--- src/rtl/multi_vc_fifo_pkg.sv ---
// Shared helpers for the multi-channel FIFO: width calculations and error-flag indices.
package multi_vc_fifo_pkg;

    // Bits needed to address NUM_VC channels (at least one bit).
    function automatic int vc_width(input int num_vc);
        return (num_vc > 1) ? $clog2(num_vc) : 1;
    endfunction

    // Occupancy counter width: must represent 0..DEPTH inclusive.
    function automatic int cnt_width(input int addr_width);
        return addr_width + 1;
    endfunction

    // Positions of the sticky error flags inside the error register.
    localparam int ERR_W         = 2;
    localparam int ERR_OVERFLOW  = 0;
    localparam int ERR_UNDERFLOW = 1;

endpackage

--- src/rtl/vc_fifo_ctrl.sv ---
// Per-VC bookkeeping: read/write pointers, occupancy and registered status flags.
module vc_fifo_ctrl
    import multi_vc_fifo_pkg::*;
#(
    parameter int ADDR_WIDTH   = 2,
    parameter int AFULL_THRESH = 3,
    localparam int CNT_W       = cnt_width(ADDR_WIDTH)
) (
    input  logic                  clk,
    input  logic                  rst,
    input  logic                  wr_acc,
    input  logic                  rd_acc,
    output logic [ADDR_WIDTH-1:0] wr_ptr,
    output logic [ADDR_WIDTH-1:0] rd_ptr,
    output logic [CNT_W-1:0]      count,
    output logic                  empty,
    output logic                  full,
    output logic                  almost_full
);

    localparam int              DEPTH    = 1 << ADDR_WIDTH;
    localparam logic [CNT_W-1:0] DEPTH_C  = CNT_W'(DEPTH);
    localparam logic [CNT_W-1:0] THRESH_C = CNT_W'(AFULL_THRESH);

    logic [ADDR_WIDTH-1:0] wr_ptr_d, wr_ptr_q;
    logic [ADDR_WIDTH-1:0] rd_ptr_d, rd_ptr_q;
    logic [CNT_W-1:0]      count_d, count_q;
    logic                  empty_d, empty_q;
    logic                  full_d, full_q;
    logic                  afull_d, afull_q;

    // Next pointers, occupancy and flags; flags are taken from the next count so they stay registered.
    always_comb begin
        wr_ptr_d = wr_ptr_q;
        rd_ptr_d = rd_ptr_q;
        count_d  = count_q;
        if (wr_acc) begin
            wr_ptr_d = wr_ptr_q + ADDR_WIDTH'(1);
        end else begin
            wr_ptr_d = wr_ptr_q;
        end
        if (rd_acc) begin
            rd_ptr_d = rd_ptr_q + ADDR_WIDTH'(1);
        end else begin
            rd_ptr_d = rd_ptr_q;
        end
        case ({wr_acc, rd_acc})
            2'b10:   count_d = count_q + CNT_W'(1);
            2'b01:   count_d = count_q - CNT_W'(1);
            default: count_d = count_q;
        endcase
        empty_d = (count_d == CNT_W'(0));
        full_d  = (count_d == DEPTH_C);
        afull_d = (count_d >= THRESH_C);
    end

    // State register with synchronous reset.
    always_ff @(posedge clk) begin
        if (rst) begin
            wr_ptr_q <= '0;
            rd_ptr_q <= '0;
            count_q  <= '0;
            empty_q  <= 1'b1;
            full_q   <= 1'b0;
            afull_q  <= 1'b0;
        end else begin
            wr_ptr_q <= wr_ptr_d;
            rd_ptr_q <= rd_ptr_d;
            count_q  <= count_d;
            empty_q  <= empty_d;
            full_q   <= full_d;
            afull_q  <= afull_d;
        end
    end

    assign wr_ptr      = wr_ptr_q;
    assign rd_ptr      = rd_ptr_q;
    assign count       = count_q;
    assign empty       = empty_q;
    assign full        = full_q;
    assign almost_full = afull_q;

endmodule

--- src/rtl/multi_vc_fifo.sv ---
// Multi-VC synchronous FIFO: shared storage, one write port and one read port, per-VC control.
module multi_vc_fifo
    import multi_vc_fifo_pkg::*;
#(
    parameter int DATA_WIDTH   = 8,
    parameter int ADDR_WIDTH   = 2,
    parameter int NUM_VC       = 4,
    parameter int AFULL_THRESH = (1 << ADDR_WIDTH) - 1,
    localparam int VC_W        = vc_width(NUM_VC),
    localparam int CNT_W       = cnt_width(ADDR_WIDTH)
) (
    input  logic                    clk,
    input  logic                    rst,
    input  logic                    wr_en,
    input  logic [VC_W-1:0]         wr_vc,
    input  logic [DATA_WIDTH-1:0]   din,
    input  logic                    rd_en,
    input  logic [VC_W-1:0]         rd_vc,
    output logic [DATA_WIDTH-1:0]   dout,
    output logic                    dout_valid,
    output logic [NUM_VC-1:0]       empty,
    output logic [NUM_VC-1:0]       full,
    output logic [NUM_VC-1:0]       almost_full,
    output logic [NUM_VC*CNT_W-1:0] count,
    output logic                    err_overflow,
    output logic                    err_underflow
);

    localparam int DEPTH = 1 << ADDR_WIDTH;

    logic [NUM_VC-1:0]     empty_s, full_s, afull_s;
    logic [NUM_VC-1:0]     wr_sel_s, rd_sel_s;
    logic [NUM_VC-1:0]     wr_acc_s, rd_acc_s;
    logic [ADDR_WIDTH-1:0] wr_ptr_s [NUM_VC];
    logic [ADDR_WIDTH-1:0] rd_ptr_s [NUM_VC];
    logic [CNT_W-1:0]      count_s  [NUM_VC];
    logic                  wr_accept_s, rd_accept_s, same_vc_s;
    logic [DATA_WIDTH-1:0] rd_data_s;

    logic [DATA_WIDTH-1:0] mem_q [NUM_VC][DEPTH];

    logic [DATA_WIDTH-1:0] dout_d, dout_q;
    logic                  dout_valid_d, dout_valid_q;
    logic [ERR_W-1:0]      err_d, err_q;

    // Decode VC selects and accept strobes; out-of-range VCs select nothing and are never accepted.
    always_comb begin
        wr_sel_s = '0;
        rd_sel_s = '0;
        for (int v = 0; v < NUM_VC; v++) begin
            wr_sel_s[v] = (wr_vc == VC_W'(v));
            rd_sel_s[v] = (rd_vc == VC_W'(v));
        end
        rd_accept_s = rd_en && (|(rd_sel_s & ~empty_s));
        same_vc_s   = |(rd_sel_s & wr_sel_s);
        // A full VC still takes a write when the same VC is popped this cycle.
        wr_accept_s = wr_en && (|(wr_sel_s & (~full_s | {NUM_VC{rd_accept_s && same_vc_s}})));
        wr_acc_s    = wr_sel_s & {NUM_VC{wr_accept_s}};
        rd_acc_s    = rd_sel_s & {NUM_VC{rd_accept_s}};
    end

    // One-hot read mux over the VC being popped.
    always_comb begin
        rd_data_s = '0;
        for (int v = 0; v < NUM_VC; v++) begin
            rd_data_s = rd_data_s | ({DATA_WIDTH{rd_acc_s[v]}} & mem_q[v][rd_ptr_s[v]]);
        end
    end

    // Next read register and sticky error flags.
    always_comb begin
        dout_valid_d = rd_accept_s;
        if (rd_accept_s) begin
            dout_d = rd_data_s;
        end else begin
            dout_d = dout_q;
        end
        err_d                = err_q;
        err_d[ERR_OVERFLOW]  = err_q[ERR_OVERFLOW]  | (wr_en && !wr_accept_s);
        err_d[ERR_UNDERFLOW] = err_q[ERR_UNDERFLOW] | (rd_en && !rd_accept_s);
    end

    // Output and error registers with synchronous reset.
    always_ff @(posedge clk) begin
        if (rst) begin
            dout_q       <= '0;
            dout_valid_q <= 1'b0;
            err_q        <= '0;
        end else begin
            dout_q       <= dout_d;
            dout_valid_q <= dout_valid_d;
            err_q        <= err_d;
        end
    end

    // Storage write; contents are intentionally not reset.
    always_ff @(posedge clk) begin
        for (int v = 0; v < NUM_VC; v++) begin
            if (!rst && wr_acc_s[v]) begin
                mem_q[v][wr_ptr_s[v]] <= din;
            end
        end
    end

    for (genvar g = 0; g < NUM_VC; g++) begin : g_vc
        vc_fifo_ctrl #(
            .ADDR_WIDTH   (ADDR_WIDTH),
            .AFULL_THRESH (AFULL_THRESH)
        ) u_ctrl (
            .clk         (clk),
            .rst         (rst),
            .wr_acc      (wr_acc_s[g]),
            .rd_acc      (rd_acc_s[g]),
            .wr_ptr      (wr_ptr_s[g]),
            .rd_ptr      (rd_ptr_s[g]),
            .count       (count_s[g]),
            .empty       (empty_s[g]),
            .full        (full_s[g]),
            .almost_full (afull_s[g])
        );
        assign count[g*CNT_W +: CNT_W] = count_s[g];
    end

    assign empty         = empty_s;
    assign full          = full_s;
    assign almost_full   = afull_s;
    assign dout          = dout_q;
    assign dout_valid    = dout_valid_q;
    assign err_overflow  = err_q[ERR_OVERFLOW];
    assign err_underflow = err_q[ERR_UNDERFLOW];

endmodule

--- config.mk ---
export PLATFORM = sky130hd
export DESIGN_NAME = multi_vc_fifo
export DESIGN_NICKNAME = d
export VERILOG_FILES = /design/src/rtl/multi_vc_fifo_pkg.sv /design/src/rtl/vc_fifo_ctrl.sv /design/src/rtl/multi_vc_fifo.sv
export SDC_FILE = /design/constraint.sdc
export NUM_CORES = 1
export LEC_CHECK = 0
export ABC_AREA = 0
export CORE_MARGIN = 2
export CORE_UTILIZATION = 30
export DETAILED_ROUTE_END_ITERATION = 7
export GPL_ROUTABILITY_DRIVEN = 1
export HOLD_SLACK_MARGIN = 0.08
export PLACE_DENSITY_LB_ADDON = 0.1
export SYNTH_ARGS = -nofsm -noshare
export SYNTH_HDL_FRONTEND = slang
export SYNTH_SLANG_ARGS = --single-unit
--- constraint.sdc ---
create_clock -name clk -period 2.9 [get_ports clk]
set_input_delay 0.29 -clock clk [delete_from_list [all_inputs] [get_ports clk]]
set_output_delay 0.29 -clock clk [all_outputs]
set_load 0.005 [all_outputs]
# Word-level counts from Yosys, hierarchy flattened
# Memories as Yosys holds them, arrays and structs flattened.
# Index checks and enable logic that the tools add are counted.
# word_totals
reg_bits	51
mem_bits_rw	128
input_bits	16
elab_cells	172
n_memories	1
# memory_table
name	depth	width	rd	rd_ports_with_merged_regs	wr	line	source
mem_q	4	32	4	0	1	multi_vc_fifo.sv:40	logic [DATA_WIDTH-1:0] mem_q [NUM_VC][DEPTH];
# op_classes
addsub	16
order_cmp	16
n_eq_ne	18
mux	41
bitwise	25
n_reduce_logical	28
# ops
operator	n
$mux W32	10
$mux W8	12
$reduce_or A32 Y1	3
$bmux W8 S2	4
$demux W8 S2	4
$and A8 B8 Y8	4
$ge A3 B3 Y1 const B	8
$not A2 Y3	8
$or A8 B8 Y8	3
$pmux W3 S2	4
$and A4 B4 Y4	5
$add A2 B1 Y2 const B	8
$eq A2 B2 Y1 const B	8
$logic_and A1 B1 Y1	13
$add A3 B1 Y3 const B	4
$eq A2 B1 Y1 const B	6
$eq A3 B3 Y1 const B	4
$ge A3 B2 Y1 const B	4
$logic_not A3 Y1	4
$lt A3 B1 Y1 const B	4
$reduce_or A4 Y1	3
$sub A3 B1 Y3 const B	4
$not A4 Y4	2
$mux W2	3
other kinds (5)	12

# Depth between registers and ports, before layout
# Gate-level depths: netlist (run 1).
# logic_depth
word_depth	17
depth_mapped	12

# By module
# Synthesis (run 1) repeated with hierarchy kept, for this count alone.
# unflattened
hier_cells	475
hier_area_um2	7325.8
# by_module_without_submodules
mod	instances	cells_per_inst	area_each_um2
multi_vc_fifo	1	310	5629.1
vc_fifo_ctrl at g_vc[2].u_ctrl ...	2	40	416.6
vc_fifo_ctrl at g_vc[0].u_ctrl	1	46	449.2
vc_fifo_ctrl at g_vc[1].u_ctrl	1	39	414.1

# Worst setup path before layout (run 1)
# Ideal clock, no wire load.
# synth_timing
path_type	input-to-reg
startpoint	in rd_vc[0]
endpoint	reg g_vc[3].u_ctrl.empty_q
arrival_ns	2.533
setup_slack_ns	0.238
path_stages	12
n_path_buf	1
path_cell_list	mux2_2 o22a_1 buf_4 o22ai_2 inv_1 ha_1 fa_1 xnor2_1 or3_1 a21o_1 inv_1 a21oi_1
# synth_via
elab_chain_len	13
elab_cells_between_ends	20
cone_classes	eq/ne (5); mux (1); bitwise (6); reduce/logical (8)
# synth_rtl
element	line	source
start: declaration	multi_vc_fifo.sv:18	input logic [VC_W-1:0] rd_vc,
$eq A2 B1 Y1, or another cell as far along	multi_vc_fifo.sv:52	rd_sel_s[v] = (rd_vc == VC_W'(v));
$and A4 B4 Y4	multi_vc_fifo.sv:54	rd_accept_s = rd_en && (|(rd_sel_s & ~empty_s));
$reduce_or A4 Y1	multi_vc_fifo.sv:54	
$logic_and A1 B1 Y1	multi_vc_fifo.sv:54	
$logic_and A1 B1 Y1	multi_vc_fifo.sv:57	wr_accept_s = wr_en && (|(wr_sel_s & (~full_s | {NUM_VC{rd_accept_s && same_vc_s}})));
$or A4 B4 Y4	multi_vc_fifo.sv:57	
$and A4 B4 Y4	multi_vc_fifo.sv:57	
$reduce_or A4 Y1	multi_vc_fifo.sv:57	
$logic_and A1 B1 Y1	multi_vc_fifo.sv:57	
$and A4 B4 Y4	multi_vc_fifo.sv:58	wr_acc_s = wr_sel_s & {NUM_VC{wr_accept_s}};
$eq A2 B1 Y1 / $eq A2 B2 Y1 (equally long branches)	vc_fifo_ctrl.sv:47	case ({wr_acc, rd_acc})
$pmux W3 S2 *	vc_fifo_ctrl.sv:47	
$logic_not A3 Y1 *	vc_fifo_ctrl.sv:52	empty_d = (count_d == CNT_W'(0));
end signal: assignment	vc_fifo_ctrl.sv:70	empty_q <= empty_d;
end: declaration	vc_fifo_ctrl.sv:28	logic empty_d, empty_q;
# Every way passes the cells marked *; elsewhere a longest branch is shown, timed or not.
# A chain may end at the register's enable or synchronous reset.

# Worst setup path after layout (run 1)
# layout_timing
startpoint	in wr_vc[0]
endpoint	reg g_vc[0].u_ctrl.empty_q
# layout_via
elab_chain_len	12
elab_cells_between_ends	16
cone_classes	eq/ne (5); mux (1); bitwise (4); reduce/logical (6)
# layout_rtl
element	line	source
start: declaration	multi_vc_fifo.sv:15	input logic [VC_W-1:0] wr_vc,
$eq A2 B1 Y1, or another cell as far along	multi_vc_fifo.sv:51	wr_sel_s[v] = (wr_vc == VC_W'(v));
$and A4 B4 Y4	multi_vc_fifo.sv:55	same_vc_s = |(rd_sel_s & wr_sel_s);
$reduce_or A4 Y1	multi_vc_fifo.sv:55	
$logic_and A1 B1 Y1	multi_vc_fifo.sv:57	
$or A4 B4 Y4	multi_vc_fifo.sv:57	
$and A4 B4 Y4	multi_vc_fifo.sv:57	
$reduce_or A4 Y1	multi_vc_fifo.sv:57	
$logic_and A1 B1 Y1	multi_vc_fifo.sv:57	
$and A4 B4 Y4 *	multi_vc_fifo.sv:58	
$eq A2 B1 Y1 / $eq A2 B2 Y1 (equally long branches)	vc_fifo_ctrl.sv:47	
$pmux W3 S2 *	vc_fifo_ctrl.sv:47	
$logic_not A3 Y1 *	vc_fifo_ctrl.sv:52	
end signal: assignment	vc_fifo_ctrl.sv:70	
end: declaration	vc_fifo_ctrl.sv:28	
# Marks and branches as above.

==> results.sh, run 1 <==
export IMPL_insertion_delay_ns=0.43
export IMPL_dp_cells=916
export IMPL_cts_root_buffer="clkbuf_16"
export IMPL_drv_slew=0
export IMPL_diodes=0
export IMPL_timing_final_crit_period_ns=2.78
export IMPL_synthTopCellsByArea="edfxtp_1 51%, dfxtp_1 13%, mux4_2 5.6%, mux2i_1 4.9%, ha_1 3.3%"
export IMPL_drt_iter0_drc=191
export IMPL_async_flop_share_pct=0
export IMPL_pin_count=51
export IMPL_fillerInstances=2400
export IMPL_slew_headroom_pct=52.2
export IMPL_grt_overflow_total=0
export IMPL_cap_violations=0
export IMPL_die_y_um=163
export IMPL_hold_viol_final=0
export IMPL_drc=0
export IMPL_multi_input_area_um2=2520
export IMPL_postPlaceCellArea_um2=8820
export IMPL_hpwl_um=11700
export IMPL_yosysUniqueCellTypes=51
export IMPL_synth_most_common_cell="edfxtp_1"
export IMPL_regArea_um2=4860
export IMPL_grt_use_total_pct=13.2
export IMPL_ant_nets=0
export IMPL_timing_final_ws_setup_ns=0.120
export IMPL_areaGrowthSynthToFinish_pct=24.3
export IMPL_htree_levels=4
export IMPL_min_path_type="in -> reg"
export IMPL_ys_seq_area_share_pct=63.9
export IMPL_routedWlPerCell_um=17.6
export IMPL_gp_congestion=0.745
export IMPL_cts_hold_buf=0
export IMPL_crit_path_start_kind="input port"
export IMPL_grt_max_degree=23
export IMPL_postSynthAreaPerCell_um2=14.9
export IMPL_antenna_found_initial=0
export IMPL_p_leak_nw=3.18
export IMPL_ys_warn_count=0
export IMPL_port_buffers=50
export IMPL_drt_total_wl_um=16700
export IMPL_syn_num_nets=550
export IMPL_fmax_ghz=0.360
export IMPL_vdd_drop_max_uv=288
export IMPL_avgViaCountPerCell=4.62
export IMPL_grt_pass1_vias=4462
export IMPL_synth_flop_cell="edfxtp_1"
export IMPL_finalInstanceArea_um2=9460
export IMPL_cts_tree="built"
export IMPL_coreArea_um2=25000
export IMPL_cts_num_sinks=179
export IMPL_start_util_pct=30.4
export IMPL_rows=58
export IMPL_clock_skew_ns=0.0167
export IMPL_yosysTopAreaCell="edfxtp_1"
export IMPL_status="finished clean"
export IMPL_required_ns=3.18
export IMPL_fp_dieArea_um2=26700
export IMPL_crit_path_end_kind="flop"
export IMPL_setup_viol=0
export IMPL_powerDensity_nw_per_um2=577
export IMPL_dp_slack_ns=-0.412
export IMPL_worstMarginPinSlew_ns=0.717
export IMPL_critPathMaxFanout=5
export IMPL_synth_seq_cells=179
export IMPL_vias=4380
export IMPL_grt_first_pass_wirelength_um=26000
export IMPL_synth_top_cell_area_share_pct=50.5
export IMPL_first_pass_iters=4
export IMPL_synth_edff_count=128
export IMPL_worstPathArrival_ns=3.06
export IMPL_cts_buffer_depth=2
export IMPL_synthTopCellsByCount="128 x edfxtp_1, 51 x dfxtp_1, 37 x mux2i_1, 28 x nor2_1, 25 x inv_1"
export IMPL_whs_ns=0.313
export IMPL_nets=647
export IMPL_period_share_pct=95.8
export IMPL_die_w_um=163
export IMPL_netlist_area_um2=7610
export IMPL_synthCells=510
export IMPL_fin_cells=949
export IMPL_clk_pin_slew_ns=0.07
export IMPL_drive_above_1_share_pct=24.1
export IMPL_path_class="in -> reg"
export IMPL_cts_inserted_buffers=17
export IMPL_final_core_util_pct=37.8
==> final timing paths <==
kind	to	start	depth (start not counted)	slack, ns
max	g_vc[0].u_ctrl.empty	wr_vc[0]	13	0.12
min	g_vc[2].u_ctrl.rd_ptr[0]	rst	2	0.31
max reg2reg	g_vc[0].u_ctrl.empty	g_vc[0].u_ctrl.empty	12	0.15
min reg2reg	g_vc[3].u_ctrl.wr_ptr[1]	g_vc[3].u_ctrl.wr_ptr[1]	2	0.51
==> per-layer routing <==
metal | vias up | wire [µm] | GRT usage, %
li1 | 2101 | - | -
met3 | 8 | 623 | 2.67
met2 | 74 | 8090 | 21.7
met5 | - | 0 | 0
met1 | 2197 | 7870 | 17.7
met4 | 0 | 134 | 4.10
==> cells by family after synthesis <==
logic type | share of synthesized area, %
AOI/OAI and AO/OA | 6.13
xor gates and xnor gates | 1.61
adders and majority gates | 4.34
buffers and inverters | 3.85
DFF | 63.9
muxes | 11.4
and+or+nand+nor | 8.71
==> registers in the layout, summed over array words and instances (netlist names) <==
register and count:
g_vc.u_ctrl.rd_ptr 8, dout_valid 1, g_vc.u_ctrl.full 4, err_q 2
g_vc.u_ctrl.wr_ptr 8, dout 8, mem_q 128, g_vc.u_ctrl.almost_full 4
g_vc.u_ctrl.empty 4, g_vc.u_ctrl.count 12
==> power breakdown <==
part           switching [W]  leakage, nW  internal, W
combinational       0.000178         1.33     0.000172
clock                0.00107        0.279      0.00123
sequential         0.0000316         1.57      0.00277
total                0.00128         3.18      0.00417
==> layout make-up <==
| cell class | count | area share, % |
|---|---|---|
| sequential | 179 | 51.4 |
| timing repair buffer | 113 | 10.3 |
| inverter | 26 | 1.03 |
| multi-input combinational | 270 | 26.7 |
| clock inverter | 14 | 1.69 |
| tap | 330 | 4.37 |
| clock buffer | 17 | 4.50 |
==> repair_timing <==
item	4_1_cts	5_1_grt
buffers inserted	0	2
hold endpoints to repair	0	0
resized for setup	0	8
endpoints found under the setup margin	0	10
==> layout by cell type, fill, tap and decap left out, types with 3 or more instances in the layout <==
cell type        synthesis  routed
edfxtp_1               128     128
buf_4                   13      63
dfxtp_1                 51      51
clkdlybuf4s50_1          0      47
mux2i_1                 37      37
nor2_1                  28      28
inv_1                   25      25
mux4_2                  19      19
ha_1                    20      19
nor4b_2                 10      17
clkbuf_16                0      17
nand2_1                 14      14
o22ai_1                 15      14
o21ai_0                 12      12
nor2b_1                 11      11
nor3_1                  11      11
a22oi_1                 11      11
a21oi_1                 12      11
xnor2_1                 10       9
nand3b_1                 6       6
inv_8                    0       5
o22ai_2                  3       4
mux2_1                   4       4
or3_1                    4       4
xor2_1                   4       4
inv_6                    0       4
a21o_1                   3       3
o41ai_1                  3       3
fa_1                     4       3
clkinvlp_4               0       3
==> critical path, cell delays in order <==
cell             delay (ns)
clkdlybuf4s50_1        0.44
buf_4                  0.18
or3b_4                 0.41
nand3b_1               0.18
o22ai_2                0.14
inv_1                  0.07
ha_2                   0.19
fa_1                   0.37
xnor2_1                0.14
or3_1                  0.30
a21o_1                 0.22
inv_1                  0.09
a21oi_1                0.04
==> metrics by stage <==
step | setup TNS (ns) | total power [W]
after floorplan | 0 | 0.00303
final | 0 | 0.00546
after CTS | 0 | 0.00552
after detailed placement | -5.50 | 0.00321
after global placement | -4.81 | 0.00321
after global routing | -0.0128 | 0.00565
Note: power is estimated with default switching activity, not from simulation.
==> run 2: changes to the inputs <==
- CORE_MARGIN: 2 -> not set
==> results.sh, run 2 (same netlist as run 1, synthesis figures left out) <==
export IMPL_status="finished clean"
export IMPL_dp_cells=907
export IMPL_largest_reg_flops=128
export IMPL_crit_top_cell="inv_1"
export IMPL_fmax_ghz=0.366
export IMPL_tns_ns=0
export IMPL_cts_inserted_buffers=17
export IMPL_r2r_cells=12
export IMPL_clock_skew_ns=0.0121
export IMPL_cts_root_buffer="clkbuf_16"
export IMPL_period_share_pct=94.3
export IMPL_switchingPower_w=0.00122
export IMPL_rows=57
export IMPL_min_path_type="in -> reg"
export IMPL_p_leak_nw=3.20
export IMPL_mostFrequentLayoutCell="edfxtp_1"
export IMPL_worstMarginPinSlew_ns=0.774
export IMPL_antenna_found_initial=0
export IMPL_ant_nets=0
export IMPL_drive_above_1_share_pct=23.9
export IMPL_grt_use_total_pct=13.0
export IMPL_p_sw_share_pct=22.4
export IMPL_nets=645
export IMPL_slowest_stage="fa_1"
export IMPL_rsz0062_at_grt="false"
export IMPL_fin_cells=942
export IMPL_coreArea_um2=24600
export IMPL_start_util_pct=30.9
export IMPL_critPathMaxFanout=4
export IMPL_path_class="reg -> reg"
export IMPL_r2r_start="g_vc[0].u_ctrl.empty"
export IMPL_crit_path_start="g_vc[0].u_ctrl.empty"
export IMPL_slew_headroom_pct=48.4
export IMPL_drv_slew=0
export IMPL_drt_total_wl_um=16200
export IMPL_cts_tree="built"
export IMPL_powerDensity_nw_per_um2=577
export IMPL_areaGrowthSynthToFinish_pct=24.6
export IMPL_p_int_w=0.00425
export IMPL_crit_path_start_kind="flop"
export IMPL_setup_viol=0
export IMPL_avgViaCountPerCell=4.59
export IMPL_path_cells="mux2_4 > o22a_4 > buf_4 > o22ai_4 > inv_1 > ha_1 > fa_1 > xnor2_1 > or3_1 > a21o_1 > inv_1 > a21oi_1"
export IMPL_drt_iter0_drc=218
export IMPL_routedWlPerCell_um=17.2
export IMPL_vdd_drop_max_uv=426
export IMPL_fp_dieArea_um2=26000
export IMPL_pin_count=51
export IMPL_die_y_um=161
export IMPL_crit_path_end_kind="flop"
export IMPL_seq_power_share_pct=51.3
export IMPL_diodes=0
export IMPL_crit_path_max_incr_delay_ns=0.38
export IMPL_grt_first_pass_wirelength_um=25500
export IMPL_vias=4327
export IMPL_insertion_delay_ns=0.42
export IMPL_clkPwrFrac_pct=42.2
export IMPL_pwr_share_comb_pct=6.5
export IMPL_fillerInstances=2289
export IMPL_cts_buffer_depth=2
export IMPL_grt_pass1_vias=4574
export IMPL_cap_violations=0
export IMPL_worstPathArrival_ns=3.00
export IMPL_hold_viol_final=0
export IMPL_r2r_end="g_vc[0].u_ctrl.empty"
export IMPL_clk_pin_slew_ns=0.07
export IMPL_required_ns=3.16
export IMPL_rrSetupSlack_ns=0.17
export IMPL_port_buffers=50
export IMPL_grt_max_degree=33
export IMPL_timing_final_crit_period_ns=2.73
export IMPL_drc=0
export IMPL_gp_congestion=0.780
export IMPL_cts_num_sinks=179
export IMPL_htree_levels=4
export IMPL_grt_overflow_total=0
export IMPL_die_w_um=161
export IMPL_first_pass_iters=4
export IMPL_hpwl_um=11700
export IMPL_final_cell_mix="128 x edfxtp_1, 61 x buf_4, 48 x dfxtp_1, 46 x clkdlybuf4s50_1, 37 x mux2i_1"
export IMPL_crit_end="g_vc[0].u_ctrl.empty"
-- run 2: cell count changes in the layout (fill, tap and decap cells not counted), moves of 2 or more --
| cell | previous run | this run |
|---|---|---|
| clkinv_1 | 0 | 3 |
| clkinv_4 | 0 | 3 |
| clkinvlp_4 | 3 | 0 |
| dfxtp_1 | 51 | 48 |
| dfxtp_2 | 0 | 3 |
| o22ai_2 | 4 | 1 |
| o22ai_4 | 1 | 4 |
| buf_4 | 63 | 61 |
| inv_8 | 5 | 3 |
-- run 2: per-stage QoR --
| stage | setup WS, ns | total power [W] | hold slack, ns | cell area, µm² | utilization [%] |
|---|---|---|---|---|---|
| 2_1_floorplan | 0.238 | 0.00303 | 0.389 | 7610 | - |
| 3_3_place_gp | -0.399 | 0.00321 | 0.483 | 8790 | 35.7 |
| 3_5_place_dp | -0.498 | 0.00321 | 0.494 | 8790 | 35.7 |
| 4_1_cts | 0.0462 | 0.00553 | 0.281 | 9390 | 38.2 |
| 5_1_grt | 0.00616 | 0.00567 | 0.302 | 9480 | 38.5 |
| 6_report | 0.165 | 0.00547 | 0.299 | 9480 | 38.5 |
-- run 2: metal layers --
layer,part of all wire [%],vias to the layer above,wire length (µm),GRT usage [%]
li1,-,2102,-,-
met1,46,2162,7430,16.3
met2,51,50,8280,22.7
met3,1.8,13,293,2.23
met4,1.2,0,201,4.42
met5,0,-,0,0
-- run 2: timing repair --
action / in CTS / in global routing
setup buffers: 0 / 3
pin swaps: 0 / 4
endpoints found under the hold margin: 0 / 0
gates resized for setup: 1 / 15
endpoints found under the setup margin: 4 / 10
hold buffers: 0 / 0
-- run 2: critical path, delay by kind of cell, from the launching register on --
kind                       cells  cell delay [ns]
DFF                            1             0.34
AOI/OAI and AO/OA              4             0.66
and+or+nand+nor                1             0.30
buffers and inverters          3             0.28
adders and majority gates      2             0.58
xor gates and xnor gates       1             0.14
muxes                          1             0.28
-- run 2: cell type report --
type	count	area, µm²	area share [%]
clock buffers	17	425	4.49
clock inverters	15	174	1.83
inverters	26	97.6	1.03
multi-input cells	270	2550	26.9
flip-flops and latches	179	4870	51.3
well taps	324	405	4.27
repair buffers	111	957	10.1
-- run 2: power groups by stage --
stage	clock network (W)	registers, W	logic (W)
2_1_floorplan	0	0.00285	0.000177
3_3_place_gp	0	0.00286	0.000343
3_5_place_dp	0	0.00286	0.000349
4_1_cts	0.00237	0.00281	0.000351
5_1_grt	0.00246	0.00281	0.000391
6_report	0.00231	0.00281	0.000355
-- run 2: worst min path at each step --
stage	start	endpoint	slack [ns]	depth (start not counted)
after global routing	rst	g_vc[0].u_ctrl.count[1]	0.30	2
after CTS	rst	g_vc[0].u_ctrl.count[1]	0.28	2
after floorplan	din[0]	mem_q[0][0]	0.39	0
after detailed placement	g_vc[3].u_ctrl.wr_ptr[1]	g_vc[3].u_ctrl.wr_ptr[1]	0.49	2
final	rst	g_vc[0].u_ctrl.count[1]	0.30	2
after global placement	g_vc[3].u_ctrl.wr_ptr[1]	g_vc[3].u_ctrl.wr_ptr[1]	0.48	2
==> run 3: changes to the inputs <==
==> constraint.sdc (replaced) <==
create_clock -name clk -period 2.9 [get_ports clk]
set_input_delay 0.29 -clock clk [delete_from_list [all_inputs] [get_ports clk]]
set_output_delay 0.29 -clock clk [all_outputs]
set_load 0.01 [all_outputs]
==> results of run 3 <==
Same layout as run 2 (identical final DEF). Status: finished clean.
Among the figures that moved: total power 0.00547 W -> 0.00548 W
